[src/rtl/control_unit_pipe_if.sv]
// rtl/control_unit_pipe_if.sv - ID/EX control bus between the pipeline datapath and the decode stage
interface control_unit_pipe_if #(
  parameter int CHW = 2
);
  logic [31:0]    instr_ID;
  logic           valid_ID;
  logic           stall_in;
  logic           zero_EX;
  logic [3:0]     alu_op_EX;
  logic [4:0]     shamt_EX;
  logic           enhilo_EX;
  logic [1:0]     regsel_EX;
  logic           regwrite_EX;
  logic           rdrt_EX;
  logic           memwrite_EX;
  logic [1:0]     alu_src_EX;
  logic           gpio_out_EX;
  logic           gpio_in_EX;
  logic [CHW-1:0] gpio_ch_EX;
  logic [1:0]     pc_src_EX;
  logic           flush_ID;
  logic           stall_ID;
  logic           illegal_EX;

  modport master (
    output instr_ID, valid_ID, stall_in, zero_EX,
    input  alu_op_EX, shamt_EX, enhilo_EX, regsel_EX, regwrite_EX, rdrt_EX,
           memwrite_EX, alu_src_EX, gpio_out_EX, gpio_in_EX, gpio_ch_EX,
           pc_src_EX, flush_ID, stall_ID, illegal_EX
  );

  modport slave (
    input  instr_ID, valid_ID, stall_in, zero_EX,
    output alu_op_EX, shamt_EX, enhilo_EX, regsel_EX, regwrite_EX, rdrt_EX,
           memwrite_EX, alu_src_EX, gpio_out_EX, gpio_in_EX, gpio_ch_EX,
           pc_src_EX, flush_ID, stall_ID, illegal_EX
  );
endinterface

[src/rtl/control_unit_pipe.sv]
// rtl/control_unit_pipe.sv - registered ID decode into the EX control bundle
// Resolves beq/bne/j in EX and holds dependent HI/LO instructions while a multiply is busy.
module control_unit_pipe #(
  parameter int MULT_LAT = 4,
  parameter int GPIO_CH  = 4,
  parameter int CHW      = (GPIO_CH > 1) ? $clog2(GPIO_CH) : 1
) (
  input  logic               clk,
  input  logic               rst,
  control_unit_pipe_if.slave bus
);

  typedef enum logic [1:0] {BR_NONE, BR_EQ, BR_NE, BR_JUMP} br_e;

  typedef struct packed {
    logic [3:0]     alu_op;
    logic [4:0]     shamt;
    logic           enhilo;
    logic [1:0]     regsel;
    logic           regwrite;
    logic           rdrt;
    logic           memwrite;
    logic [1:0]     alu_src;
    logic           gpio_out;
    logic           gpio_in;
    logic [CHW-1:0] gpio_ch;
    br_e            br;
    logic           illegal;
  } ctrl_t;

  ctrl_t      ex_q, ex_d, dec;
  logic [3:0] cnt_q, cnt_d;
  logic       dec_bad;
  logic       gpio_rs_bad;
  logic       hilo_instr;
  logic       flush;
  logic       stall_id;
  logic [1:0] pc_src;
  logic [5:0] op, funct;
  logic [4:0] rs, sh;

  assign op          = bus.instr_ID[31:26];
  assign funct       = bus.instr_ID[5:0];
  assign rs          = bus.instr_ID[25:21];
  assign sh          = bus.instr_ID[10:6];
  assign gpio_rs_bad = (32'(rs) >= 32'(GPIO_CH));

  always_comb begin
    dec     = '0;
    dec_bad = 1'b0;
    if (op == 6'h00) begin
      case (funct)
        6'h00: if (bus.instr_ID != 32'd0) begin
          dec.alu_op   = 4'b1000;
          dec.shamt    = sh;
          dec.regwrite = 1'b1;
        end
        // Zero-shift srl/sra are repurposed as GPIO write/read on channel rs.
        6'h02: begin
          dec.alu_op = 4'b1001;
          dec.shamt  = sh;
          if (sh == 5'd0) begin
            dec.gpio_out = 1'b1;
            dec.gpio_ch  = rs[CHW-1:0];
            dec_bad      = gpio_rs_bad;
          end else begin
            dec.regwrite = 1'b1;
          end
        end
        6'h03: begin
          dec.alu_op   = 4'b1010;
          dec.shamt    = sh;
          dec.regwrite = 1'b1;
          if (sh == 5'd0) begin
            dec.gpio_in = 1'b1;
            dec.gpio_ch = rs[CHW-1:0];
            dec_bad     = gpio_rs_bad;
          end
        end
        6'h20, 6'h21: begin dec.alu_op = 4'b0100; dec.regwrite = 1'b1; end
        6'h22, 6'h23: begin dec.alu_op = 4'b0101; dec.regwrite = 1'b1; end
        6'h24: begin dec.alu_op = 4'b0000; dec.regwrite = 1'b1; end
        6'h25: begin dec.alu_op = 4'b0001; dec.regwrite = 1'b1; end
        6'h27: begin dec.alu_op = 4'b0010; dec.regwrite = 1'b1; end
        6'h26: begin dec.alu_op = 4'b0011; dec.regwrite = 1'b1; end
        6'h2A: begin dec.alu_op = 4'b1100; dec.regwrite = 1'b1; end
        6'h2B: begin dec.alu_op = 4'b1101; dec.regwrite = 1'b1; end
        6'h18: begin dec.alu_op = 4'b0110; dec.enhilo = 1'b1; end
        6'h19: begin dec.alu_op = 4'b0111; dec.enhilo = 1'b1; end
        6'h10: begin dec.regsel = 2'd1; dec.regwrite = 1'b1; end
        6'h12: begin dec.regsel = 2'd2; dec.regwrite = 1'b1; end
        default: dec_bad = 1'b1;
      endcase
    end else begin
      dec.rdrt     = 1'b1;
      dec.regwrite = 1'b1;
      case (op)
        6'h0F: begin dec.alu_op = 4'b1000; dec.shamt = 5'd16; end
        6'h08, 6'h09: begin dec.alu_op = 4'b0100; dec.alu_src = 2'd1; end
        6'h0C: begin dec.alu_op = 4'b0000; dec.alu_src = 2'd2; end
        6'h0D: begin dec.alu_op = 4'b0001; dec.alu_src = 2'd2; end
        6'h0E: begin dec.alu_op = 4'b0011; dec.alu_src = 2'd2; end
        6'h0A: begin dec.alu_op = 4'b1100; dec.alu_src = 2'd1; end
        6'h04, 6'h05: begin
          dec.rdrt     = 1'b0;
          dec.regwrite = 1'b0;
          dec.alu_op   = 4'b0101;
          dec.br       = (op == 6'h04) ? BR_EQ : BR_NE;
        end
        6'h02: begin
          dec.rdrt     = 1'b0;
          dec.regwrite = 1'b0;
          dec.br       = BR_JUMP;
        end
        default: dec_bad = 1'b1;
      endcase
    end
    if (dec_bad) begin
      dec         = '0;
      dec.illegal = 1'b1;
    end
  end

  always_comb begin
    pc_src = 2'd0;
    if (!bus.stall_in) begin
      case (ex_q.br)
        BR_EQ:   if (bus.zero_EX)  pc_src = 2'd1;
        BR_NE:   if (!bus.zero_EX) pc_src = 2'd1;
        BR_JUMP: pc_src = 2'd2;
        default: pc_src = 2'd0;
      endcase
    end
  end

  assign flush      = (pc_src != 2'd0);
  assign hilo_instr = (op == 6'h00) &&
                      (funct == 6'h18 || funct == 6'h19 || funct == 6'h10 || funct == 6'h12);
  assign stall_id   = bus.valid_ID && hilo_instr && (cnt_q != 4'd0) && !flush;

  // The busy counter runs down even under stall_in so HI/LO timing tracks real cycles.
  always_comb begin
    ex_d  = ex_q;
    cnt_d = cnt_q;
    if (cnt_q != 4'd0) cnt_d = cnt_q - 4'd1;
    if (!bus.stall_in) begin
      if (flush || stall_id || !bus.valid_ID) begin
        ex_d = '0;
      end else begin
        ex_d = dec;
        if (dec.enhilo) cnt_d = 4'(MULT_LAT);
      end
    end
  end

  always_ff @(posedge clk or negedge rst) begin
    if (!rst) begin
      ex_q  <= '0;
      cnt_q <= 4'd0;
    end else begin
      ex_q  <= ex_d;
      cnt_q <= cnt_d;
    end
  end

  assign bus.alu_op_EX   = ex_q.alu_op;
  assign bus.shamt_EX    = ex_q.shamt;
  assign bus.enhilo_EX   = ex_q.enhilo;
  assign bus.regsel_EX   = ex_q.regsel;
  assign bus.regwrite_EX = ex_q.regwrite;
  assign bus.rdrt_EX     = ex_q.rdrt;
  assign bus.memwrite_EX = ex_q.memwrite;
  assign bus.alu_src_EX  = ex_q.alu_src;
  assign bus.gpio_out_EX = ex_q.gpio_out;
  assign bus.gpio_in_EX  = ex_q.gpio_in;
  assign bus.gpio_ch_EX  = ex_q.gpio_ch;
  assign bus.illegal_EX  = ex_q.illegal;
  assign bus.pc_src_EX   = pc_src;
  assign bus.flush_ID    = flush;
  assign bus.stall_ID    = stall_id;

endmodule
[src/flat_wrapper.sv]
// flat-port wrapper written by rule: the top's interface ports become plain ports
module control_unit_pipe_flat 
#(
  parameter int MULT_LAT = 4,
  parameter int GPIO_CH  = 4,
  parameter int CHW      = (GPIO_CH > 1) ? $clog2(GPIO_CH) : 1
)
  (clk, rst, bus_instr_ID, bus_valid_ID, bus_stall_in, bus_zero_EX, bus_alu_op_EX, bus_shamt_EX, bus_enhilo_EX, bus_regsel_EX, bus_regwrite_EX, bus_rdrt_EX, bus_memwrite_EX, bus_alu_src_EX, bus_gpio_out_EX, bus_gpio_in_EX, bus_gpio_ch_EX, bus_pc_src_EX, bus_flush_ID, bus_stall_ID, bus_illegal_EX);
  control_unit_pipe_if #(.CHW(CHW)) bus_i ();
  input  logic clk;
  input  logic rst;
  input wire logic [$bits(bus_i.instr_ID)-1:0] bus_instr_ID;
  input wire logic [$bits(bus_i.valid_ID)-1:0] bus_valid_ID;
  input wire logic [$bits(bus_i.stall_in)-1:0] bus_stall_in;
  input wire logic [$bits(bus_i.zero_EX)-1:0] bus_zero_EX;
  output wire logic [$bits(bus_i.alu_op_EX)-1:0] bus_alu_op_EX;
  output wire logic [$bits(bus_i.shamt_EX)-1:0] bus_shamt_EX;
  output wire logic [$bits(bus_i.enhilo_EX)-1:0] bus_enhilo_EX;
  output wire logic [$bits(bus_i.regsel_EX)-1:0] bus_regsel_EX;
  output wire logic [$bits(bus_i.regwrite_EX)-1:0] bus_regwrite_EX;
  output wire logic [$bits(bus_i.rdrt_EX)-1:0] bus_rdrt_EX;
  output wire logic [$bits(bus_i.memwrite_EX)-1:0] bus_memwrite_EX;
  output wire logic [$bits(bus_i.alu_src_EX)-1:0] bus_alu_src_EX;
  output wire logic [$bits(bus_i.gpio_out_EX)-1:0] bus_gpio_out_EX;
  output wire logic [$bits(bus_i.gpio_in_EX)-1:0] bus_gpio_in_EX;
  output wire logic [$bits(bus_i.gpio_ch_EX)-1:0] bus_gpio_ch_EX;
  output wire logic [$bits(bus_i.pc_src_EX)-1:0] bus_pc_src_EX;
  output wire logic [$bits(bus_i.flush_ID)-1:0] bus_flush_ID;
  output wire logic [$bits(bus_i.stall_ID)-1:0] bus_stall_ID;
  output wire logic [$bits(bus_i.illegal_EX)-1:0] bus_illegal_EX;
  assign bus_i.instr_ID = bus_instr_ID;
  assign bus_i.valid_ID = bus_valid_ID;
  assign bus_i.stall_in = bus_stall_in;
  assign bus_i.zero_EX = bus_zero_EX;
  assign bus_alu_op_EX = bus_i.alu_op_EX;
  assign bus_shamt_EX = bus_i.shamt_EX;
  assign bus_enhilo_EX = bus_i.enhilo_EX;
  assign bus_regsel_EX = bus_i.regsel_EX;
  assign bus_regwrite_EX = bus_i.regwrite_EX;
  assign bus_rdrt_EX = bus_i.rdrt_EX;
  assign bus_memwrite_EX = bus_i.memwrite_EX;
  assign bus_alu_src_EX = bus_i.alu_src_EX;
  assign bus_gpio_out_EX = bus_i.gpio_out_EX;
  assign bus_gpio_in_EX = bus_i.gpio_in_EX;
  assign bus_gpio_ch_EX = bus_i.gpio_ch_EX;
  assign bus_pc_src_EX = bus_i.pc_src_EX;
  assign bus_flush_ID = bus_i.flush_ID;
  assign bus_stall_ID = bus_i.stall_ID;
  assign bus_illegal_EX = bus_i.illegal_EX;
  control_unit_pipe #(.MULT_LAT(MULT_LAT), .GPIO_CH(GPIO_CH), .CHW(CHW)) u_core (.clk(clk), .rst(rst), .bus(bus_i));
endmodule
[config.mk]
export PLATFORM = sky130hd
export DESIGN_NAME = control_unit_pipe_flat
export DESIGN_NICKNAME = d
export VERILOG_FILES = /design/src/rtl/control_unit_pipe_if.sv /design/src/rtl/control_unit_pipe.sv /design/src/flat_wrapper.sv
export SDC_FILE = /design/constraint.sdc
export NUM_CORES = 1
export LEC_CHECK = 0
export BUFFER_PORTS_ARGS = -buffer_cell sky130_fd_sc_hd__buf_2
export CAP_MARGIN = 30
export CORE_MARGIN = 4
export CORE_UTILIZATION = 30
export CTS_BUF_LIST = sky130_fd_sc_hd__clkbuf_8
export DETAILED_ROUTE_END_ITERATION = 6
export GPL_TIMING_DRIVEN = 0
export SLEW_MARGIN = 30
export SYNTH_ARGS = -nofsm -noshare
export SYNTH_HDL_FRONTEND = slang
export SYNTH_SLANG_ARGS = --single-unit
[constraint.sdc]
create_clock -name clk -period 2.28 [get_ports clk]
set_input_delay 0.114 -clock clk [delete_from_list [all_inputs] [get_ports clk]]
set_output_delay 0.114 -clock clk [all_outputs]
set_load 0.02 [all_outputs]
== After elaboration in Yosys (flattened, before gate mapping) ==
Cells that the tools add are included.

* Bits in registers: 28
* Input port bits: 37
* Output and inout port bits: 26

* Add/subtract/negate cells: 1
* $lt $le $gt $ge: 1
* Equality and inequality tests: 29
* Muxes and demuxes: 41
* Reductions and logical operators: 29

{| class="wikitable"
|+ Operator list
! operator !! count
|-
| == test 6 bit (second input constant) || 10
|-
| 2-to-1 mux 24 bit || 2
|-
| case mux 4 bit (12 select lines) || 1
|-
| == test 6 x 4 -> 1 bit (second input constant) || 7
|-
| nonzero test 32 bit || 1
|-
| == test 6 x 5 -> 1 bit (second input constant) || 4
|-
| case mux 4 bit (6 select lines) || 1
|-
| 2-to-1 mux 4 bit || 5
|-
| == test 6 x 2 -> 1 bit (second input constant) || 3
|-
| 2-to-1 mux 9 bit || 2
|-
| case mux 2 bit (2 select lines) || 4
|-
| OR reduction 15 bit || 1
|-
| 2-to-1 mux 1 bit || 13
|-
| OR reduction 13 bit || 1
|-
| == test 6 x 3 -> 1 bit (second input constant) || 2
|-
| logical NOT 6 bit || 2
|-
| 2-to-1 mux 2 bit || 6
|-
| OR reduction 2 bit || 6
|-
| case mux 5 bit (2 select lines) || 1
|-
| OR reduction 10 bit || 1
|-
| OR reduction 3 bit || 3
|-
| 2-to-1 mux 3 bit || 2
|-
| case mux 2 bit (3 select lines) || 1
|-
| >= comparator 5 x 3 -> 1 bit (second input constant) || 1
|-
| other kinds (12) || 21
|}

== Longest topological paths before layout ==
Gate-level depths: netlist (run 1).

* Depth in word-level cells: 12
* Depth in mapped cells: 8
* Mapped depth without buffers: 7

== Least setup slack after synthesis (run 1) ==
Ideal clock, no wire load.

* Kind: reg-to-reg
* From: register u_core.cnt_q[0]
* To: register u_core.ex_q (netlist bit u_core.bus.alu_op_EX[0])
* Data arrival time: 1987 ps
* Required time: 2176 ps
* Setup slack: 189 ps
* Cell stages (with the launch flop): 8
* Period minus slack after synthesis: 2091 ps
* Cell sequence: dfrtp_1 -> inv_1 -> ha_1 -> nor3b_2 -> a211oi_1 -> a311o_2 -> a211o_1 -> o41ai_2

* Word-level cells in the longest chain between the ends: 6

{| class="wikitable"
|+ Ends and longest elaborated chain
! element !! line !! RTL
|-
| start, declared || control_unit_pipe.sv:32 || <nowiki>logic [3:0] cnt_q, cnt_d;</nowiki>
|-
| start signal, assigned || control_unit_pipe.sv:162 || <nowiki>cnt_q <= cnt_d;</nowiki>
|-
| nonzero test 4 bit || control_unit_pipe.sv:139 || <nowiki>assign stall_id = bus.valid_ID && hilo_instr && (cnt_q != 4'd0) && !flush;</nowiki>
|-
| logical AND 1 bit (2 in series) || control_unit_pipe.sv:139 ||
|-
| logical OR 1 bit (2 in series) || control_unit_pipe.sv:147 || <nowiki>if (flush || stall_id || !bus.valid_ID) begin</nowiki>
|-
| 2-to-1 mux 24 bit || control_unit_pipe.sv:147 ||
|-
| end signal, assigned || control_unit_pipe.sv:158 || <nowiki>ex_q <= '0;</nowiki>
|-
| end signal, assigned || control_unit_pipe.sv:161 || <nowiki>ex_q <= ex_d;</nowiki>
|-
| end, declared || control_unit_pipe.sv:31 || <nowiki>ctrl_t ex_q, ex_d, dec;</nowiki>
|}

No other way between the ends.
A chain may end at the register's enable or synchronous reset.

== Worst setup path in the final report (run 1) ==
Ends and elaborated chain as after synthesis.

==> out/summary.txt, run 1 <==
Run status = finished clean
Number of synthesis warnings = 0
RR Endpoint = u_core.bus.alu_op_EX[0]
Combinational Power Share = 30.9%
Synth Area in Adders = 0.648%
Sequential-to-total area share from yosys stat = 35.0%
Ant. Diodes = 0
CTS max path bufs = 2
Hold Path Stages = 2
Insertion delay to the later sink of the worst-skew pair = 270 ps
Initial antenna violation count = 0
Async S/R FF share, synth = 100%
Switch Pwr = 379 uW
1st-pass router iterations = 4
Die H = 88.2 um
Most common cell in the netlist = dfrtp_1
Slowest stage delay, CP = 410 ps
Num rows = 28
Crit. Startpoint = u_core.cnt_q[0]
DR vias/cell = 5.30
Slew headroom = 60.3%
R2r worst-path depth = 7
Number of CTS-inserted buffers = 3
Die area = 7790 um2
Gate Count Post-Synth = 218
Fin area = 2410 um2
Fin crit share = 94.0%
Global-route wire length before repair = 8580 um
Clock Sink Count = 27
Required time worst endpoint = 2460 ps
Placed cells = 352
Finish-stage setup viols = 0
HPWL Detailed = 4230 um
Dpl cell area = 2320 um2
Iter 0 DRT Violations = 142
Post-Synth Simple-Gate Area = 24.0%
Syn_area_per_cell = 8.86 um2
WL/cell = 14.8 um
Fmax = 0.467 GHz
Layout Nets = 324
Synth top area share = 35.0%
Share of cells above drive strength 1 = 35.4%
Worst Path Arrival = 2320 ps
Synth cell types = 57
P_leak = 1.15 nW
Min Hold Slack = 99.8 ps
Final worst slack = 137 ps
RSZ-0062 raised after global routing = no
Routability Congestion = 0.868
Crit-path max FO = 7
R2R setup slack = 140 ps
DR vias = 1909
Root Buffer = clkbuf_8
H-tree levels = 1
Area of the core = 6100 um2
GRT Util Overall = 13.9%
Tot Pwr = 1.19 mW
Sequential power share = 46.6%
Most frequent cells after synthesis = dfrtp_1, nand2_1, buf_4, nor2_1, a21oi_1
Syn_nets = 256
Switching Fraction = 31.8%
Internal = 813 uW
Antenna Violating Nets Remaining = 0
R2R Path Start = u_core.cnt_q[0]
Die Width = 88.2 um
Non-Filler Instances = 360
Critical Path, Cell by Cell = inv_1 -> ha_1 -> nor3b_4 -> a211oi_1 -> a311o_2 -> a211o_4 -> o41ai_2
Post-synth EDFFs = 0
Clk_skew = 5.39 ps
Crit path launch type = flop
Delay-heaviest family, CP = compound AO/OA/AOI/OAI gates
Cell accounting for the most synthesized area = dfrtp_1
Top Ports = 63
Largest net degree at the start of global routing = 28
Mux contribution to synthesized area = 0.518%
Clk network pwr share = 22.5%
Post-synth top flop = dfrtp_1
Max cap viols = 0
Port bufs = 59
Mapped Area = 1930 um2
Critical path type = reg -> reg
Fin Setup TNS = 0 ps
DRC = 0
Least-Margin Pin Slew = 595 ps
Compound-Gate Fraction of Synth Area = 27.5%
Period minus WS final = 2140 ps
Slew Limit Fails = 0
CTS tree = done
Worst-path clk slew = 90 ps
Yosys reg bits = 27
End of the critical path = u_core.bus.alu_op_EX[0]
Pwr/cell area = 494 nW/um2
XOR/XNOR Fraction of Synth Area = 0.907%
Number of global-route vias before repair = 1804
Placement Setup Slack = -51.5 ps
CP max-delay cell = a311o_2
Worst VDD drop = 0.238 mV
Bufs and invs on worst path = 1
Synth area leaders = dfrtp_1, buf_4, a32o_1, nand2_1, nor2_1
Initial Utilization = 31.7%
Final WL = 5340 um
Crit end category = flop
GRT overflow = 0
Largest family of logic cells by synthesized area = compound AO/OA/AOI/OAI gates
Core Util, Final = 39.6%
Total count of hold-check failures in the final report = 0
Fillcell total = 656
Critical path depth in cells = 7
Hold WC Path Type = in -> reg
Area grow syn2layout = 24.9%
## area by class of cell
cell class | count | area (um2) | share of cell area [%]
multi-input combinational | 152 | 1050 | 43.6
sequential | 27 | 676 | 28.0
timing repair buffer | 63 | 328 | 13.6
buffer | 29 | 180 | 7.47
tap | 75 | 93.8 | 3.89
clock buffer | 3 | 41.3 | 1.71
inverter | 10 | 37.5 | 1.56
clock inverter | 1 | 3.75 | 0.156
## placed cells by master, fill, tap and decap left out, types with 2 or more instances in the layout
cell type  netlist  final
buf_2            3     62
dfrtp_1         27     27
buf_4           18     21
nand2_1         20     20
nor2_1          18     18
a21oi_1         11     11
inv_1           10     11
o21ai_0         10     10
a32o_1          10     10
clkbuf_1         8      8
nor3_1           6      6
nor2b_1          5      5
nand2b_1         4      4
nor3b_1          4      4
a22o_1           4      4
a211oi_1         3      3
nor4_1           3      3
o21a_1           3      3
o31ai_1          3      3
o32a_1           3      3
clkbuf_8         0      3
and2_1           2      2
or3_1            2      2
xnor2_1          2      2
nand3_1          2      2
or2_2            2      2
a2111oi_0        2      2
a21boi_0         2      2
## per-layer routing
metal	routed length (um)	vias up	track usage (%)
met5	0	-	0
li1	-	926	-
met2	2680	37	22.9
met3	192	6	1.21
met1	2410	940	19.4
met4	58	0	4.12
## how the worst min path moves through the flow
stage,start,to,slack (ps)
after floorplan,rst,u_core.bus.alu_op_EX[0],-180
after global placement,rst,u_core.bus.alu_op_EX[0],160
after detailed placement,rst,u_core.bus.alu_op_EX[0],160
after CTS,bus_instr_ID[7],u_core.bus.shamt_EX[1],100
after global routing,bus_instr_ID[8],u_core.bus.shamt_EX[2],100
final,bus_instr_ID[9],u_core.bus.shamt_EX[3],100
## timing repair
item                                   CTS  global route
hold buffers                             1             0
setup buffers                            1             2
pin swaps                                0             1
setup endpoints to repair               12            10
resized for setup                        2             0
endpoints found under the hold margin   27             0
## cells by family (layout without fill, tap and decap cells)
logic type | Yosys count | in the layout
AO/OA/AOI/OAI | 66 | 66
XOR/XNOR | 2 | 2
adder cells (fa/ha/maj) | 1 | 1
buffers and inverters | 39 | 106
flip-flops | 27 | 27
multiplexers | 1 | 1
other | 1 | 1
AND/OR/NAND/NOR | 81 | 81
## sequential cells by signal, indices dropped and copies added (netlist names)
signal / cells
u_core.bus.gpio_ch_EX: 2
u_core.bus.alu_src_EX: 2
u_core.bus.regwrite_EX: 1
u_core.bus.rdrt_EX: 1
u_core.bus.gpio_out_EX: 1
u_core.bus.regsel_EX: 2
u_core.bus.enhilo_EX: 1
u_core.bus.gpio_in_EX: 1
u_core.cnt_q: 4
u_core.bus.alu_op_EX: 4
u_core.bus.shamt_EX: 5
u_core.ex_q: 2
u_core.bus.illegal_EX: 1
## power groups by stage
stage	clock network, mW	registers, mW	logic, mW
after floorplan	0	0.556	0.227
after global placement	0	0.559	0.321
after detailed placement	0	0.560	0.332
after CTS	0.275	0.555	0.344
after global routing	0.297	0.563	0.409
final	0.268	0.556	0.368
Note: power is estimated with default switching activity, not from simulation.
==> run 2: changes to the inputs <==
--- a/config.mk
+++ b/config.mk
@@ -8,10 +8,11 @@
 export BUFFER_PORTS_ARGS = -buffer_cell sky130_fd_sc_hd__buf_2
 export CAP_MARGIN = 30
 export CORE_MARGIN = 4
-export CORE_UTILIZATION = 30
+export CORE_UTILIZATION = 52
 export CTS_BUF_LIST = sky130_fd_sc_hd__clkbuf_8
 export DETAILED_ROUTE_END_ITERATION = 6
 export GPL_TIMING_DRIVEN = 0
+export PLACE_DENSITY = 0.82
 export SLEW_MARGIN = 30
 export SYNTH_ARGS = -nofsm -noshare
 export SYNTH_HDL_FRONTEND = slang
==> run 2 against run 1 <==
Sequential share of layout area increased by 0.31 points. Via count increased by 4.0%. Clock power about the same. Clock skew decreased by 3.2 ps. Die area decreased by 39%. Clock-buffer cell count unchanged.
==> out/summary.txt, run 2 (same netlist as run 1, synthesis figures left out) <==
Worst Path Arrival = 2370 ps (+50 ps)
Max cap viols = 0 (unchanged)
Fin crit share = 96.3% (+2.3 points)
Total count of hold-check failures in the final report = 0 (unchanged)
Critical Path, Cell by Cell = inv_1 -> ha_2 -> nor3b_4 -> a211oi_1 -> a311o_2 -> a211o_4 -> o41ai_2
Area of the core = 3470 um2 (-43%)
Placed cells = 323 (-8.2%)
Crit end category = flop
Bufs and invs on worst path = 1 (unchanged)
Layout Nets = 325 (+0.31%)
CTS tree = done
Most common cell after layout, fill and taps aside = buf_2
Num rows = 21 (-25%)
Hold WC Path Type = in -> reg
Pwr/cell area = 513 nW/um2 (+4.0%)
Clk_skew = 2.24 ps (-3.16 ps)
Dpl cell area = 2280 um2 (-1.6%)
Final WL = 5470 um (+2.5%)
Crit path launch type = flop
Clk network pwr share = 21.8% (-0.7 points)
Initial Utilization = 55.7% (+24 points)
Critical path depth in cells = 7 (unchanged)
Fin area = 2390 um2 (-1.1%)
GRT overflow = 0 (unchanged)
Ant. Diodes = 0 (unchanged)
Routability Congestion = 0.893 (+2.9%)
Slew Limit Fails = 0 (unchanged)
Die Width = 69.0 um (-22%)
Global-route wire length before repair = 8260 um (-3.8%)
Worst VDD drop = 0.358 mV (+50%)
DR vias = 1985 (+4.0%)
WL/cell = 16.5 um (+11%)
R2R Path Start = u_core.cnt_q[0]
Combinational Power Share = 32.5% (+1.6 points)
Worst-path clk slew = 90 ps (about the same)
Delay-heaviest family, CP = compound AO/OA/AOI/OAI gates
CP max-delay cell = a311o_2
Crit-path max FO = 7 (unchanged)
Number of CTS-inserted buffers = 3 (unchanged)
Insertion delay to the later sink of the worst-skew pair = 270 ps (about the same)
Switch Pwr = 403 uW (+6.2%)
Hold Path Stages = 2 (unchanged)
H-tree levels = 1 (unchanged)
R2r worst-path depth = 7 (unchanged)
Top Ports = 63 (unchanged)
Placement Setup Slack = -38.9 ps (+12.6 ps)
Period minus WS final = 2190 ps (+51.9 ps)
HPWL Detailed = 4080 um (-3.6%)
Required time worst endpoint = 2450 ps (about the same)
Antenna Violating Nets Remaining = 0 (unchanged)
GRT Util Overall = 23.3% (+9.4 points)
1st-pass router iterations = 4 (unchanged)
Most frequent cells in the layout = buf_2, dfrtp_1, buf_4, nand2_1, nor2_1
Area grow syn2layout = 23.6%
Iter 0 DRT Violations = 144 (+1.4%)
Finish-stage setup viols = 0 (unchanged)
Run status = finished clean
Share of cells above drive strength 1 = 36.0% (+0.58 points)
Critical path type = reg -> reg
CTS max path bufs = 2 (unchanged)
Die area = 4750 um2 (-39%)
Number of global-route vias before repair = 1709 (-5.3%)
Switching Fraction = 32.9% (+1.0 points)
Die H = 69.0 um (-22%)
Internal = 823 uW (+1.3%)
Final worst slack = 85.1 ps (-51.9 ps)
Fmax = 0.456 GHz (-2.4%)
Least-Margin Pin Slew = 614 ps (+18.5 ps)
Root Buffer = clkbuf_8
Non-Filler Instances = 332 (-7.8%)
Largest net degree at the start of global routing = 28 (unchanged)
Port bufs = 59 (unchanged)
HP Start = bus_instr_ID[9]
Slew headroom = 59.1% (-1.2 points)
Sequential power share = 45.7% (-0.9 points)
Slowest stage delay, CP = 410 ps (about the same)
Crit. Startpoint = u_core.cnt_q[0]
Clock Sink Count = 27 (unchanged)
Initial antenna violation count = 0 (unchanged)
Max FFs per register = 5 (unchanged)
P_leak = 1.15 nW (+0.32%)
DR vias/cell = 5.98 (+13%)
DRC = 0 (unchanged)
run 2: power by group through the flow:
stage,clock [mW],combinational [mW],sequential (mW)
after floorplan,0,0.227,0.556
after global placement,0,0.315,0.557
after detailed placement,0,0.331,0.558
after CTS,0.263,0.346,0.555
after global routing,0.286,0.442,0.562
final,0.268,0.398,0.560
run 2: repair_timing:
action	in CTS	in global routing
resized for setup	2	1
hold buffers	1	0
pin swaps	1	1
endpoints found under the setup margin	11	19
buffers inserted	1	3
endpoints found under the hold margin	27	0
run 2: final cells by class:
type / count / area [um2]
fill: 316 / 1080
clock inverter: 1 / 3.75
clock buffer: 3 / 41.3
inverter: 10 / 37.5
timing repair buffer: 64 / 335
sequential: 27 / 676
buffer: 29 / 180
tap: 46 / 57.6
multi-input combinational: 152 / 1060
run 2: layer usage:
layer	up-vias	share of wire [%]	global-route usage (%)	routed length [um]
li1	935	-	-	-
met1	953	42	33.8	2310
met3	8	6.7	1.62	367
met5	-	0	0	0
met2	89	50	37.0	2730
met4	0	1.3	6.57	70
run 2: metrics by stage:
step	power (mW)	util [%]	hold slack, ps	TNS (ps)
global placement	0.872	65.9	145	0
finish	1.23	68.8	100	0
detailed placement	0.889	65.9	151	-138
CTS	1.16	68.1	104	0
floorplan	0.783	-	-182	0
global route	1.29	68.8	104	-121
run 2: path summary, 6_finish.rpt:
path                            slack [ps]                      end
worst max-delay path                    90  u_core.bus.alu_op_EX[0]
worst min-delay path                   100   u_core.bus.shamt_EX[3]
worst max register to register          90  u_core.bus.alu_op_EX[0]
worst min register to register         500  u_core.bus.alu_op_EX[1]
max in group asynchronous             1490   u_core.bus.gpio_out_EX
min in group asynchronous              390  u_core.bus.alu_op_EX[0]
